`src/rtl/hazard_forward_unit_if.sv`:
```
// Bundle between the decode stage and the hazard/forwarding unit.
// master: decode/execute side driving FD fields; slave: the hazard unit.
interface hazard_forward_unit_if #(
  parameter int AW = 5
);
  logic          fd_valid;
  logic [AW-1:0] fd_rs1;
  logic [AW-1:0] fd_rs2;
  logic          fd_use_rs1;
  logic          fd_use_rs2;
  logic [AW-1:0] fd_rd;
  logic          fd_writes;
  logic          fd_is_load;
  logic          fd_is_store;
  logic          fd_is_md;
  logic          ex_flush;
  logic          ex_status_wr;
  logic          stall;
  logic [1:0]    sel_a;
  logic [1:0]    sel_b;
  logic          wm_bypass;
  logic          md_busy;

  modport master (
    output fd_valid, fd_rs1, fd_rs2, fd_use_rs1, fd_use_rs2, fd_rd,
           fd_writes, fd_is_load, fd_is_store, fd_is_md, ex_flush, ex_status_wr,
    input  stall, sel_a, sel_b, wm_bypass, md_busy
  );

  modport slave (
    input  fd_valid, fd_rs1, fd_rs2, fd_use_rs1, fd_use_rs2, fd_rd,
           fd_writes, fd_is_load, fd_is_store, fd_is_md, ex_flush, ex_status_wr,
    output stall, sel_a, sel_b, wm_bypass, md_busy
  );
endinterface

```
`src/rtl/hazard_forward_unit.sv`:
```
// Hazard/forwarding controller for the 5-stage pipeline. Tracks a shadow
// copy of the DX/XM/MW destination tags and derives operand selects, the
// XM store-data bypass, load-use stalls and mult/div hold stalls.
// Optional feature macro: STATUS_R30_FWD_EN -- an exception raised by the
// DX op becomes an implicit second write to STATUS_REG that forwarding sees.
module hazard_forward_unit #(
  parameter int AW         = 5,
  parameter int MD_LATENCY = 33,
  parameter int STATUS_REG = 30
) (
  input  logic               clock,
  input  logic               reset,
  hazard_forward_unit_if.slave bus
);

  localparam int CW = (MD_LATENCY > 1) ? $clog2(MD_LATENCY) : 1;
  localparam logic [CW-1:0] MD_LOAD    = CW'(MD_LATENCY - 1);
  localparam logic [AW-1:0] STATUS_IDX = AW'(STATUS_REG);

  typedef struct packed {
    logic          valid;
    logic [AW-1:0] rd;
    logic          writes;
    logic          is_load;
    logic          is_store;
    logic          use_rs1;
    logic          use_rs2;
    logic [AW-1:0] rs1;
    logic [AW-1:0] rs2;
    logic          is_md;
  } dx_rec_t;

  typedef struct packed {
    logic          valid;
    logic [AW-1:0] rd;
    logic          writes;
    logic          status_wr;
    logic          is_store;
    logic [AW-1:0] rs2;
  } xm_rec_t;

  typedef struct packed {
    logic          valid;
    logic [AW-1:0] rd;
    logic          writes;
    logic          status_wr;
  } mw_rec_t;

  dx_rec_t       dx_reg;
  xm_rec_t       xm_reg;
  mw_rec_t       mw_reg;
  logic [CW-1:0] md_cnt_reg;

  dx_rec_t       fd_rec;
  logic          status_capture;
  logic          load_use;
  logic          md_hold;
  logic [AW-1:0] dx_src [2];
  logic          dx_use [2];
  logic [1:0]    sel_w  [2];

  // An in-flight XM/MW instruction produces src if it writes it, or if it
  // carries the implicit status write and src is the status register.
  function automatic logic xm_hits(input xm_rec_t r, input logic [AW-1:0] src);
    return (src != '0) && r.valid &&
           ((r.writes && (r.rd == src)) || (r.status_wr && (src == STATUS_IDX)));
  endfunction

  function automatic logic mw_hits(input mw_rec_t r, input logic [AW-1:0] src);
    return (src != '0) && r.valid &&
           ((r.writes && (r.rd == src)) || (r.status_wr && (src == STATUS_IDX)));
  endfunction

`ifdef STATUS_R30_FWD_EN
  assign status_capture = dx_reg.valid & bus.ex_status_wr;
`else
  logic unused_status_wr;
  assign unused_status_wr = bus.ex_status_wr;
  assign status_capture   = 1'b0;
`endif

  assign fd_rec = '{
    valid:    1'b1,
    rd:       bus.fd_rd,
    writes:   bus.fd_writes,
    is_load:  bus.fd_is_load,
    is_store: bus.fd_is_store,
    use_rs1:  bus.fd_use_rs1,
    use_rs2:  bus.fd_use_rs2,
    rs1:      bus.fd_rs1,
    rs2:      bus.fd_rs2,
    is_md:    bus.fd_is_md
  };

  // The counter is only nonzero while a mult/div sits in DX.
  assign md_hold = dx_reg.valid && dx_reg.is_md && (md_cnt_reg != '0);

  assign load_use = dx_reg.valid && dx_reg.is_load && (dx_reg.rd != '0) && bus.fd_valid &&
                    ((bus.fd_use_rs1 && (bus.fd_rs1 == dx_reg.rd)) ||
                     (bus.fd_use_rs2 && (bus.fd_rs2 == dx_reg.rd)));

  assign dx_src[0] = dx_reg.rs1;
  assign dx_src[1] = dx_reg.rs2;
  assign dx_use[0] = dx_reg.use_rs1;
  assign dx_use[1] = dx_reg.use_rs2;

  // Operand select per DX source: nearest older producer wins (MX over WX).
  for (genvar gi = 0; gi < 2; gi++) begin : g_sel
    assign sel_w[gi] = !(dx_reg.valid && dx_use[gi]) ? 2'd0 :
                       xm_hits(xm_reg, dx_src[gi])   ? 2'd1 :
                       mw_hits(mw_reg, dx_src[gi])   ? 2'd2 : 2'd0;
  end

  assign bus.sel_a     = sel_w[0];
  assign bus.sel_b     = sel_w[1];
  assign bus.stall     = md_hold | load_use;
  assign bus.md_busy   = md_hold;
  assign bus.wm_bypass = xm_reg.valid && xm_reg.is_store && mw_hits(mw_reg, xm_reg.rs2);

  // Shadow pipeline advance: mult/div hold, load-use bubble, or normal flow.
  always_ff @(posedge clock) begin
    if (reset) begin
      dx_reg     <= '0;
      xm_reg     <= '0;
      mw_reg     <= '0;
      md_cnt_reg <= '0;
    end else begin
      mw_reg.valid     <= xm_reg.valid;
      mw_reg.rd        <= xm_reg.rd;
      mw_reg.writes    <= xm_reg.writes;
      mw_reg.status_wr <= xm_reg.status_wr;
      if (md_hold) begin
        // DX and FD frozen; ex_flush cannot legally occur here and is ignored.
        xm_reg     <= '0;
        md_cnt_reg <= md_cnt_reg - CW'(1);
      end else begin
        xm_reg.valid     <= dx_reg.valid;
        xm_reg.rd        <= dx_reg.rd;
        xm_reg.writes    <= dx_reg.writes;
        xm_reg.status_wr <= status_capture;
        xm_reg.is_store  <= dx_reg.is_store;
        xm_reg.rs2       <= dx_reg.rs2;
        if (load_use) begin
          dx_reg <= '0;
        end else if (bus.fd_valid && !bus.ex_flush) begin
          dx_reg     <= fd_rec;
          md_cnt_reg <= bus.fd_is_md ? MD_LOAD : '0;
        end else begin
          dx_reg <= '0;
        end
      end
    end
  end

endmodule

```
`src/flat_wrapper.sv`:
```
// flat-port wrapper written by rule: the top's interface ports become plain ports
module hazard_forward_unit_flat 
#(
  parameter int AW         = 5,
  parameter int MD_LATENCY = 33,
  parameter int STATUS_REG = 30
)
  (clock, reset, bus_fd_valid, bus_fd_rs1, bus_fd_rs2, bus_fd_use_rs1, bus_fd_use_rs2, bus_fd_rd, bus_fd_writes, bus_fd_is_load, bus_fd_is_store, bus_fd_is_md, bus_ex_flush, bus_ex_status_wr, bus_stall, bus_sel_a, bus_sel_b, bus_wm_bypass, bus_md_busy);
  hazard_forward_unit_if #(.AW(AW)) bus_i ();
  input  logic clock;
  input  logic reset;
  input wire logic [$bits(bus_i.fd_valid)-1:0] bus_fd_valid;
  input wire logic [$bits(bus_i.fd_rs1)-1:0] bus_fd_rs1;
  input wire logic [$bits(bus_i.fd_rs2)-1:0] bus_fd_rs2;
  input wire logic [$bits(bus_i.fd_use_rs1)-1:0] bus_fd_use_rs1;
  input wire logic [$bits(bus_i.fd_use_rs2)-1:0] bus_fd_use_rs2;
  input wire logic [$bits(bus_i.fd_rd)-1:0] bus_fd_rd;
  input wire logic [$bits(bus_i.fd_writes)-1:0] bus_fd_writes;
  input wire logic [$bits(bus_i.fd_is_load)-1:0] bus_fd_is_load;
  input wire logic [$bits(bus_i.fd_is_store)-1:0] bus_fd_is_store;
  input wire logic [$bits(bus_i.fd_is_md)-1:0] bus_fd_is_md;
  input wire logic [$bits(bus_i.ex_flush)-1:0] bus_ex_flush;
  input wire logic [$bits(bus_i.ex_status_wr)-1:0] bus_ex_status_wr;
  output wire logic [$bits(bus_i.stall)-1:0] bus_stall;
  output wire logic [$bits(bus_i.sel_a)-1:0] bus_sel_a;
  output wire logic [$bits(bus_i.sel_b)-1:0] bus_sel_b;
  output wire logic [$bits(bus_i.wm_bypass)-1:0] bus_wm_bypass;
  output wire logic [$bits(bus_i.md_busy)-1:0] bus_md_busy;
  assign bus_i.fd_valid = bus_fd_valid;
  assign bus_i.fd_rs1 = bus_fd_rs1;
  assign bus_i.fd_rs2 = bus_fd_rs2;
  assign bus_i.fd_use_rs1 = bus_fd_use_rs1;
  assign bus_i.fd_use_rs2 = bus_fd_use_rs2;
  assign bus_i.fd_rd = bus_fd_rd;
  assign bus_i.fd_writes = bus_fd_writes;
  assign bus_i.fd_is_load = bus_fd_is_load;
  assign bus_i.fd_is_store = bus_fd_is_store;
  assign bus_i.fd_is_md = bus_fd_is_md;
  assign bus_i.ex_flush = bus_ex_flush;
  assign bus_i.ex_status_wr = bus_ex_status_wr;
  assign bus_stall = bus_i.stall;
  assign bus_sel_a = bus_i.sel_a;
  assign bus_sel_b = bus_i.sel_b;
  assign bus_wm_bypass = bus_i.wm_bypass;
  assign bus_md_busy = bus_i.md_busy;
  hazard_forward_unit #(.AW(AW), .MD_LATENCY(MD_LATENCY), .STATUS_REG(STATUS_REG)) u_core (.clock(clock), .reset(reset), .bus(bus_i));
endmodule
```
`config.mk`:
```
export PLATFORM = sky130hd
export DESIGN_NAME = hazard_forward_unit_flat
export DESIGN_NICKNAME = d
export VERILOG_FILES = /design/src/rtl/hazard_forward_unit_if.sv /design/src/rtl/hazard_forward_unit.sv /design/src/flat_wrapper.sv
export SDC_FILE = /design/constraint.sdc
export NUM_CORES = 1
export LEC_CHECK = 0
export ABC_AREA = 1
export BUFFER_PORTS_ARGS = -buffer_cell sky130_fd_sc_hd__buf_2
export CORE_ASPECT_RATIO = 1.2
export CORE_MARGIN = 10
export CORE_UTILIZATION = 57
export DETAILED_ROUTE_END_ITERATION = 12
export PLACE_DENSITY = 0.79
export SYNTH_ARGS = -nofsm -noshare
export SYNTH_HDL_FRONTEND = slang
export SYNTH_SLANG_ARGS = --single-unit
```
`constraint.sdc`:
```
create_clock -name clock -period 1.7 [get_ports clock]
set_clock_uncertainty 0.15 [all_clocks]
set_input_delay 0.255 -clock clock [delete_from_list [all_inputs] [get_ports clock]]
set_output_delay 0.255 -clock clock [all_outputs]
set_load 0.05 [all_outputs]
```
# --- Word level (Yosys, flattened, before mapping) ---
# Cells that the tools add are included.
totals:
  reg_bits: 50
  in_bits: 26
  out_inout_bits: 7
  elab_cells: 94
op_classes:
  add_sub_neg: 1
  n_eq_ne: 11
  n_mux: 12
  bitwise: 1
  reduce_logical: 48
op_table:
  columns: ["operator", "n"]
  rows:
  - ["$mux W22", 2]
  - ["$eq A5 B5 Y1", 7]
  - ["$logic_and A1 B1 Y1", 33]
  - ["$mux W6", 4]
  - ["$reduce_bool A5 Y1", 4]
  - ["$eq A5 B5 Y1 const B", 3]
  - ["$mux W2", 6]
  - ["$logic_or A1 B1 Y1", 6]
  - ["$reduce_bool A6 Y1", 1]
  - ["$sub A6 B1 Y6 const B", 1]
  - ["$ne A2 B2 Y1 const B", 1]
  - ["$reduce_and A2 Y1", 1]
  - ["$reduce_bool A2 Y1", 1]
  - ["$reduce_or A2 Y1", 1]
  - ["$logic_not A1 Y1", 1]
  - ["$or A1 B1 Y1", 1]

# --- Depth between registers and ports, before layout ---
logic_depth:
  depth_word: 7
  depth_mapped: 10
  mapped_depth_nobuf: 10

# --- Worst setup path after synthesis ---
# Ideal clock, no wire load.
synth_timing:
  path_kind: "register to output"
  startpoint: "register u_core.dx_reg[10] (netlist bit)"
  endpoint: "output port bus_sel_a[1]"
  t_arrival_ns: 1.581
  required_ns: 1.295
  setup_slack_ns: -0.286
  stages_incl_launch_ff: 7
  path_buffers: 0
  path_cell_list: "dfxtp_1 or2_1 nor4_1 inv_1 nand3b_1 nand3_1 nor2_1"
synth_via:
  elab_chain_cells: 7
  elab_cells_between_ends: 17
  classes_between: "eq/ne (3); mux (3); reduce/logical (11)"
synth_lines:
  columns: ["element", "line", "text"]
  rows:
  - ["start, declared", "hazard_forward_unit.sv:49", "dx_rec_t dx_reg;"]
  - ["start signal, assigned", "hazard_forward_unit.sv:146", "dx_reg <= fd_rec;"]
  - ["$eq A5 B5 Y1 (on tied branches)", "hazard_forward_unit.sv:71, hazard_forward_unit.sv:66", null]
  - ["$logic_and A1 B1 Y1", "hazard_forward_unit.sv:71", "((r.writes && (r.rd == src)) || (r.status_wr && (src == STATUS_IDX)));"]
  - ["$logic_or A1 B1 Y1", "hazard_forward_unit.sv:71", null]
  - ["$logic_and A1 B1 Y1", "hazard_forward_unit.sv:70", "return (src != '0) && r.valid &&"]
  - ["$mux W2", "hazard_forward_unit.sv:111", "mw_hits(mw_reg, dx_src[gi]) ? 2'd2 : 2'd0;"]
  - ["$mux W2 *", "hazard_forward_unit.sv:110", "xm_hits(xm_reg, dx_src[gi]) ? 2'd1 :"]
  - ["$mux W2 *", "hazard_forward_unit.sv:109", "assign sel_w[gi] = !(dx_reg.valid && dx_use[gi]) ? 2'd0 :"]
  - ["end, declared", "flat_wrapper.sv:25", "output wire logic [$bits(bus_i.sel_a)-1:0] bus_sel_a;"]
# Every way passes the cells marked *; elsewhere a longest branch is shown, timed or not.

# --- Final worst setup path ---
layout_timing:
  startpoint: "register u_core.xm_reg[7] (netlist bit)"
  endpoint: "output port bus_sel_a[0]"
layout_via:
  elab_chain_cells: 5
layout_lines:
  columns: ["element", "line", "text"]
  rows:
  - ["start, declared", "hazard_forward_unit.sv:50", "xm_rec_t xm_reg;"]
  - ["$logic_and A1 B1 Y1", "hazard_forward_unit.sv:66", "((r.writes && (r.rd == src)) || (r.status_wr && (src == STATUS_IDX)));"]
  - ["$logic_or A1 B1 Y1", "hazard_forward_unit.sv:66", null]
  - ["$logic_and A1 B1 Y1", "hazard_forward_unit.sv:65", "return (src != '0) && r.valid &&"]
  - ["$mux W2", "hazard_forward_unit.sv:110", null]
  - ["$mux W2", "hazard_forward_unit.sv:109", null]
# No other way between the ends.

==> metrics.cfg <==
[run_status]
status=finished with violations
violations=negative setup slack

[floorplanning]
rows=25
start_util_pct=59.75
die_h_um=90.97
dieArea_mm2=0.007199
io_pins=33
die_w_um=79.14
core_area_mm2=0.004004

[timing]
clock.fmax_mhz=510.6
finalCritPeriodShare_pct=115.2
hold_viol_final=0
period_needed_ns=1.959
rsz0062_at_grt=yes
max_slew_margin_pct=75.31
finalMaxSlewViolations=0
finalSetupViolations=9
layout_setup_ws_ns=-0.2587
tightest_slew_ns=0.3675

[pwr]
p_leak_nw=1.407
power_density_mw_per_mm2=695.9
p_sw_uw=540.5
combPwrFrac_pct=9.4
p_int_mw=1.671
p_total_mw=2.212
p_seq_share_pct=52.7
clkPwrFrac_pct=37.8
irDropWorstVdd_v=0.0008091
swShare_pct=24.44

[clock_tree]
cts_num_sinks=48
cts_max_level=2
cts-root-buf=clkbuf_8
clk_latency_ns=0.31
numCtsBuffers=5
ctsLongestPathBuffers=2
path_clk_slew_ns=0.09
tritoncts=done

[global_route]
grt_pass1_wl_um=10580
grt_max_degree=23
antenna_found_initial=0
grt_remaining_overflow=0
track_usage_pct=17.74
grt_pass1_vias=2406

[cells_and_area]
largest_reg_flops=22
final_cell_mix=nand2_1 (70), inv_1 (42), nor2_1 (33), nand4_1 (30), buf_4 (27)
nets=432
final_cells=459
layout_commonest_cell=nand2_1
area_delta_synth_final_pct=32.85
antennaDiodeCount=0
fin_area_mm2=0.003178
final_layout_size_suffix_gt1_share_pct=34.07

[drt]
wl_per_cell_um=14.04
antenna_left=0
drc=0
drtPass1Iterations=4
initialDrtViolationCount=173
num_vias=2450
wirelength_um=6444
vias_per_cell=5.338

[worst_setup_path]
crit_required_ns=1.29
crit_fanout=2
critPathCaptureType=output pin
critPathKind=reg -> out
worstPathArrival_ns=1.55
startpoint_type=flop

[synth]
syn-num-nets=372
ys_seq_area_share_pct=40.17
synth_area_mm2=0.002392
ys.flop_type=dfxtp_1
ys_seq_elements=48
ys_types=32
synth.avg_cell_area_um2=6.954
ys_warn_count=0
synth_cells=344
async_flop_share_pct=0
synth_edf_count=0

[placement]
placed_cell_area_mm2=0.002724
globalplace.congestion=0.9137
post-place-cells=437
hpwl_um=4330
port_buffers=31

[min_path]
worstHoldPathType=in -> reg

[job]
cap_violations=0

==> worst max-delay path: stages, from the launching register on <==
cell	delay (ns)
dfxtp_1	0.34
nand2_1	0.05
inv_1	0.07
o21ai_0	0.10
a21oi_2	0.12
nand3b_1	0.08
nand3b_1	0.20
nor2_2	0.12
buf_6	0.16
==> final timing paths <==
check                           cells past startpoint                              start                           endpoint  slack, ns
worst max-delay path                                8        u_core.xm_reg[7]$_SDFF_PP0_                       bus_sel_a[0]      -0.26
worst min-delay path                                3                       bus_fd_rd[4]     u_core.dx_reg[20]$_SDFFE_PP0N_       0.05
worst max register to register                     12  u_core.md_cnt_reg[1]$_SDFFE_PP0P_  u_core.md_cnt_reg[5]$_SDFFE_PP0P_      -0.16
worst min register to register                      2     u_core.dx_reg[13]$_SDFFE_PP0N_        u_core.xm_reg[5]$_SDFF_PP0_       0.28
==> layout make-up <==
type                       instances  area [µm²]
multi-input combinational        230        1276
sequential                        48        1003
fill                             288       825.8
timing repair buffer              66       515.5
inverter                          53       203.9
clock buffer                       5       68.82
tap                               54       67.56
clock inverter                     3       42.54
==> metal layers <==
layer	vias to the layer above	wire length, µm	GRT usage (%)
met3	16	432	5.128
li1	1237	-	-
met1	1106	2542	18.83
met5	-	0	0
met4	0	168	7.485
met2	91	3301	31.54
==> through the flow <==
stage	worst slack (ns)	util (%)	TNS, ns	hold WS (ns)
2_1_floorplan	-0.09652	-	-0.09652	0.2499
3_3_place_gp	-0.03185	68.03	-0.07196	0.2575
3_5_place_dp	-0.05085	68.03	-0.09965	0.2699
4_1_cts	-0.3141	76.34	-1.435	0.04880
5_1_grt	-0.3719	79.38	-3.737	0.06749
6_report	-0.2587	79.38	-1.684	0.05311
==> Yosys cell counts, types with 2 or more instances <==
library cell | instances | share of area (%)
clkbuf_1 | 5 | 0.78
buf_2 | 5 | 1.0
dfxtp_1 | 48 | 40
or2_1 | 2 | 0.52
o22ai_1 | 2 | 0.52
o21ai_0 | 4 | 0.84
xnor2_1 | 8 | 2.9
nand2_1 | 74 | 12
xor2_1 | 5 | 1.8
nand3_1 | 14 | 2.9
nor3_1 | 3 | 0.63
buf_6 | 2 | 0.94
inv_2 | 6 | 0.94
nand2_2 | 5 | 1.3
inv_1 | 47 | 7.4
nand4_1 | 30 | 7.8
ha_1 | 2 | 1.0
a21oi_1 | 28 | 5.9
nand3b_1 | 2 | 0.63
nor2_1 | 37 | 5.8
nor4_1 | 4 | 1.0
==> power groups by stage <==
stage	Combinational [mW]	Sequential, mW	Clock (mW)
CTS	0.197	1.17	0.840
detailed placement	0.186	1.19	0
finish	0.208	1.17	0.837
global route	0.235	1.17	0.885
global placement	0.182	1.19	0
floorplan	0.113	1.19	0
==> what timing repair did <==
action,4_1_cts,5_1_grt
setup endpoints to repair,7,33
setup buffers,9,5
pin swaps,12,19
gates resized for setup,57,26
hold buffers,0,0
==> kinds of logic after synthesis <==
group           count (synthesis)  share of synthesized area, %
compound gates                 39                         8.839
xor+xnor                       13                         4.759
fa+ha+maj                       2                         1.046
buf+inv                        66                         11.40
flops                          48                         40.17
simple gates                  176                         33.79
Note: power is estimated with default switching activity, not from simulation.
